File: config.mk
export PLATFORM = sky130hd
export DESIGN_NAME = ld_alloc
export DESIGN_NICKNAME = d
export VERILOG_FILES = /design/src/rtl/ld_alloc.sv
export SDC_FILE = /design/constraint.sdc
export NUM_CORES = 1
export LEC_CHECK = 0
export CORE_ASPECT_RATIO = 2
export CORE_UTILIZATION = 46
export DETAILED_ROUTE_END_ITERATION = 10
export PLACE_DENSITY = 0.65
export SYNTH_ARGS = -nofsm -noshare
export SYNTH_HDL_FRONTEND = slang
export SYNTH_SLANG_ARGS = --single-unit
File: constraint.sdc
create_clock -name clk_i -period 18.53 [get_ports clk_i]
set_input_delay 5.559 -clock clk_i [delete_from_list [all_inputs] [get_ports clk_i]]
set_output_delay 5.559 -clock clk_i [all_outputs]
set_load 0.1 [all_outputs]
File: src/rtl/ld_alloc.sv
// rtl/ld_alloc.sv - lowest-index free-slot allocator for the linked_data table
// Offers one free, unreserved entry per cycle on a registered valid/ready stream.
module ld_alloc #(
    parameter int MaxWrTxns = 16,
    parameter int IdxWidth  = $clog2(MaxWrTxns),
    parameter int CntWidth  = $clog2(MaxWrTxns + 1)
) (
    input  logic                 clk_i,
    input  logic                 rst_i,
    input  logic [MaxWrTxns-1:0] linked_data_free_i,
    output logic                 idx_valid_o,
    input  logic                 idx_ready_i,
    output logic [IdxWidth-1:0]  idx_o,
    output logic [CntWidth-1:0]  free_cnt_o,
    output logic                 full_o
);

    localparam logic [MaxWrTxns-1:0] OneHot0 = MaxWrTxns'(1);

    logic [MaxWrTxns-1:0] reserved_q, reserved_d;
    logic                 idx_valid_q, idx_valid_d;
    logic [IdxWidth-1:0]  idx_q, idx_d;
    logic [CntWidth-1:0]  free_cnt_q, free_cnt_d;
    logic                 full_q, full_d;

    logic [MaxWrTxns-1:0] avail;
    logic [MaxWrTxns-1:0] offered_mask;
    logic [MaxWrTxns-1:0] grant_mask;
    logic [MaxWrTxns-1:0] clear_mask;
    logic [IdxWidth-1:0]  enc_idx;
    logic                 any_avail;
    logic                 load;
    logic                 grant;

    assign avail     = linked_data_free_i & ~reserved_q;
    assign any_avail = |avail;
    assign load      = ~idx_valid_q | idx_ready_i;
    assign grant     = load & any_avail;

    // Lowest set bit wins: scan from the top so the last hit is the smallest index.
    always_comb begin
        enc_idx = '0;
        for (int i = MaxWrTxns - 1; i >= 0; i--) begin
            if (avail[i]) begin
                enc_idx = IdxWidth'(i);
            end
        end
    end

    assign offered_mask = idx_valid_q ? (OneHot0 << idx_q) : '0;
    assign grant_mask   = grant ? (OneHot0 << enc_idx) : '0;

    // A reservation retires once the table shows the entry used, except while it is still on offer.
    assign clear_mask = ~linked_data_free_i & ~offered_mask;

    always_comb begin
        idx_valid_d = idx_valid_q;
        idx_d       = idx_q;
        if (load) begin
            idx_valid_d = any_avail;
        end
        if (grant) begin
            idx_d = enc_idx;
        end
    end

    assign reserved_d = (reserved_q & ~clear_mask) | grant_mask;

    always_comb begin
        free_cnt_d = '0;
        for (int i = 0; i < MaxWrTxns; i++) begin
            if (avail[i] && !grant_mask[i]) begin
                free_cnt_d = free_cnt_d + CntWidth'(1);
            end
        end
    end

    assign full_d = (free_cnt_d == '0) & ~idx_valid_d;

    always_ff @(posedge clk_i or posedge rst_i) begin
        if (rst_i) begin
            reserved_q  <= '0;
            idx_valid_q <= 1'b0;
            idx_q       <= '0;
            free_cnt_q  <= '0;
            full_q      <= 1'b0;
        end else begin
            reserved_q  <= reserved_d;
            idx_valid_q <= idx_valid_d;
            idx_q       <= idx_d;
            free_cnt_q  <= free_cnt_d;
            full_q      <= full_d;
        end
    end

    assign idx_valid_o = idx_valid_q;
    assign idx_o       = idx_q;
    assign free_cnt_o  = free_cnt_q;
    assign full_o      = full_q;

endmodule
==> qor.yml <==
async_flop_share_pct: 100.0
place.port_buffers: 29
h-tree-depth: 1
antenna_found_initial: 0
start_util_pct: 47.49
rsz0062_at_grt: "no"
syn_to_final_growth_pct: 11.06
final_cell_mix: "nand2_1, xnor2_1, nor2_1, clkdlybuf4s50_1, dfrtp_1"
period_minus_slack_ns: 14.31
grt_pass1_wl_um: 16400
num_io_pins: 30
crit_path_end_kind: "register"
p_per_area_mw_per_mm2: 165.5
final_antenna_net_count: 0
gr-total-overflow: 0
drive_above_1_share_pct: 12.23
diodes: 0
timing.rr.end: "free_cnt_o[4]$_DFF_PP0_"
synth-edff-count: 0
pwr-share-comb_pct: 82.0
endpoint: "free_cnt_o[4]$_DFF_PP0_"
fin_crit_sh_pct: 77.22
maxSlewViolCount: 0
synth_cell_types: 84
route.detailed.drc: 0
yosys_most_used_dff: "dfrtp_1"
fin_nets: 493
synthSimpleGateAreaFrac_pct: 25.26
crit_type: "primary input to register"
ff2ff_path_depth: 41
grt_pass1_vias: 3362
worst_pin_slew_ns: 1.058
timing.rr.start: "idx_valid_o$_DFF_PP0_"
maxCapViolCount: 0
crit_start: "idx_ready_i"
power_switching_share_pct: 51.07
post_cts_resize_count: 0
syn_area_per_cell_um2: 8.569
critPathRequiredTime_ns: 18.68
cts_hold_buffers: 0
via_per_inst: 6.032
place_congestion: 0.8262
drt_wl_total_um: 10160
synth_area_leaders: "dfrtp_1, xnor2_1, ha_1, nand2_1, a21oi_1"
num_vias: 3342
fin_setup_tns_ns: 0
synth_cells: 437
syn_area_mm2: 0.003745
cp_common_cell: "ha_1"
fp.dieH_um: 129.6
core_mm2: 0.007885
max_freq_ghz: 0.06988
r2r_setup_slack_ns: 9.56
yosysTopAreaCellShare_pct: 18.04
synth-compound-area-share_pct: 26.76
die_w_um: 65.80
wl_per_cell_um: 18.34
muxShareOfSynthArea_pct: 3.608
synth_seq_area_share_pct: 18.04
dp_hpwl_um: 8337
status: "complete, no violations"
p_leak_uw: 0.001663
clock_path_buffers: 2
min_path_type: "register to register"
switchingPower_uw: 351.4
final_common_cell: "nand2_1"
synth_fa_ha_area_share_pct: 5.546
hold_viol: 0
rows: 46
max_stage_delay_ns: 0.47
drt_iter0_drc: 152
clk_pin_slew_ns: 0.07
syn-num-nets: 471
max-slew-margin-rel_pct: 29.41
synth.ff_latch_count: 27
setup-violations-final: 0
critPathSlowestCell: "clkdlybuf4s50_1"
p_seq_share_pct: 10.8
cts_made_buffers: 3
worstSkewPairLatency_ns: 0.26
firstDrtPassIters: 4
ir_drop_mv: 0.1302
startpoint_type: "primary input"
pwr-share-clk_pct: 7.2
post_cts_buffers: 0
p_int_uw: 336.7
clock-root-buffer: "clkbuf_16"
clock-sinks: 27
synth_xor_area_share_pct: 16.81
fin_util_pct: 52.75
cp.arrival_ns: 14.46
cts_tree: "built"
ys_warn_count: 0
dieArea_mm2: 0.008528
grt_max_degree: 28
yosysTopAreaCell: "dfrtp_1"
synth_top_family_by_area: "compound AO/OA/AOI/OAI gates"
crit_fanout: 8
nFillCells: 757
grt_usage_pct: 25.13
fin_skew_ns: 0.002421
final cells by class:
class / count / area, um2 / share of cell area [%]
clock buffers: 4 / 78.83 / 1.895
inverters: 19 / 73.82 / 1.775
multi-input cells: 379 / 2920 / 70.22
flip-flops and latches: 27 / 675.6 / 16.25
well taps: 96 / 120.1 / 2.888
repair buffers: 29 / 290.3 / 6.980
per-stage QoR:
step | instances | worst slack [ns] | power, uW | hold slack (ns) | cell area, um2
5_1_grt | 554 | 3.663 | 737.3 | 0.5382 | 4159
3_5_place_dp | 550 | 4.009 | 636.0 | 0.4829 | 4080
3_3_place_gp | 550 | 4.368 | 624.8 | 0.4804 | 4080
4_1_cts | 554 | 4.264 | 688.9 | 0.4980 | 4159
6_report | 554 | 4.220 | 688.1 | 0.4958 | 4159
2_1_floorplan | 437 | 5.242 | 530.0 | 0.4574 | 3745
state kept, by name, summed over array words and instances, names as in the netlist:
register and cells:
free_cnt_o 5, idx_o 4, reserved_q 16, idx_valid_o 1, full_o 1
routing by layer:
layer  GRT usage, %  share of wire [%]  vias up
met3          1.144                1.9       30
li1               -                  -     1649
met5              0                  0        -
met2          49.10                 56       70
met4          10.87                3.9        0
met1          26.49                 38     1593
synthesized netlist by cell type (all sizes together) (3+ instances only):
cell type / n
and2: 5
or2b: 3
nand2b: 15
inv: 19
o22ai: 5
nor2b: 12
a211oi: 4
xor2: 6
nand3: 17
and3: 5
and2b: 5
nor3b: 3
buf: 11
o21a: 3
mux2i: 9
mux2: 4
nor3: 7
nor4: 3
o211ai: 8
nand2: 47
xnor3: 5
xnor2: 39
o21ai: 22
a21o: 7
nand4: 4
dfrtp: 27
a31oi: 17
ha: 15
o31ai: 5
a21oi: 29
a31o: 4
nor2: 30
a22o: 5
cells by family after synthesis:
| group | Yosys count |
|---|---|
| AND/OR/NAND/NOR | 168 |
| AO/OA/AOI/OAI | 131 |
| XOR/XNOR | 50 |
| buffers and inverters | 31 |
| flip-flops | 27 |
| adder cells (fa/ha/maj) | 17 |
| multiplexers | 13 |
worst max-delay path, delay by kind of cell:
family	cells	cell delay (ns)
XOR/XNOR	7	1.22
multiplexers	5	1.14
AO/OA/AOI/OAI	13	2.65
buffers and inverters	3	0.57
AND/OR/NAND/NOR	5	0.72
adder cells (fa/ha/maj)	9	2.58
power groups by stage:
| stage | clock network, uW | logic, uW | registers [uW] |
|---|---|---|---|
| after global routing | 52.4 | 610 | 75.0 |
| after CTS | 50.2 | 565 | 74.0 |
| final | 49.8 | 564 | 74.1 |
| after floorplan | 0 | 413 | 117 |
| after detailed placement | 0 | 561 | 75.1 |
| after global placement | 0 | 549 | 75.3 |
worst min-delay path by stage:
stage	start	end	slack [ns]	cells after the start
final	reserved_q[11]$_DFF_PP0_	reserved_q[11]$_DFF_PP0_	0.50	1
after global routing	reserved_q[10]$_DFF_PP0_	reserved_q[10]$_DFF_PP0_	0.54	2
after detailed placement	reserved_q[11]$_DFF_PP0_	reserved_q[11]$_DFF_PP0_	0.48	1
after CTS	reserved_q[11]$_DFF_PP0_	reserved_q[11]$_DFF_PP0_	0.50	1
after floorplan	reserved_q[11]$_DFF_PP0_	reserved_q[11]$_DFF_PP0_	0.46	1
after global placement	reserved_q[11]$_DFF_PP0_	reserved_q[11]$_DFF_PP0_	0.48	1
Note: power is estimated with default switching activity, not from simulation.
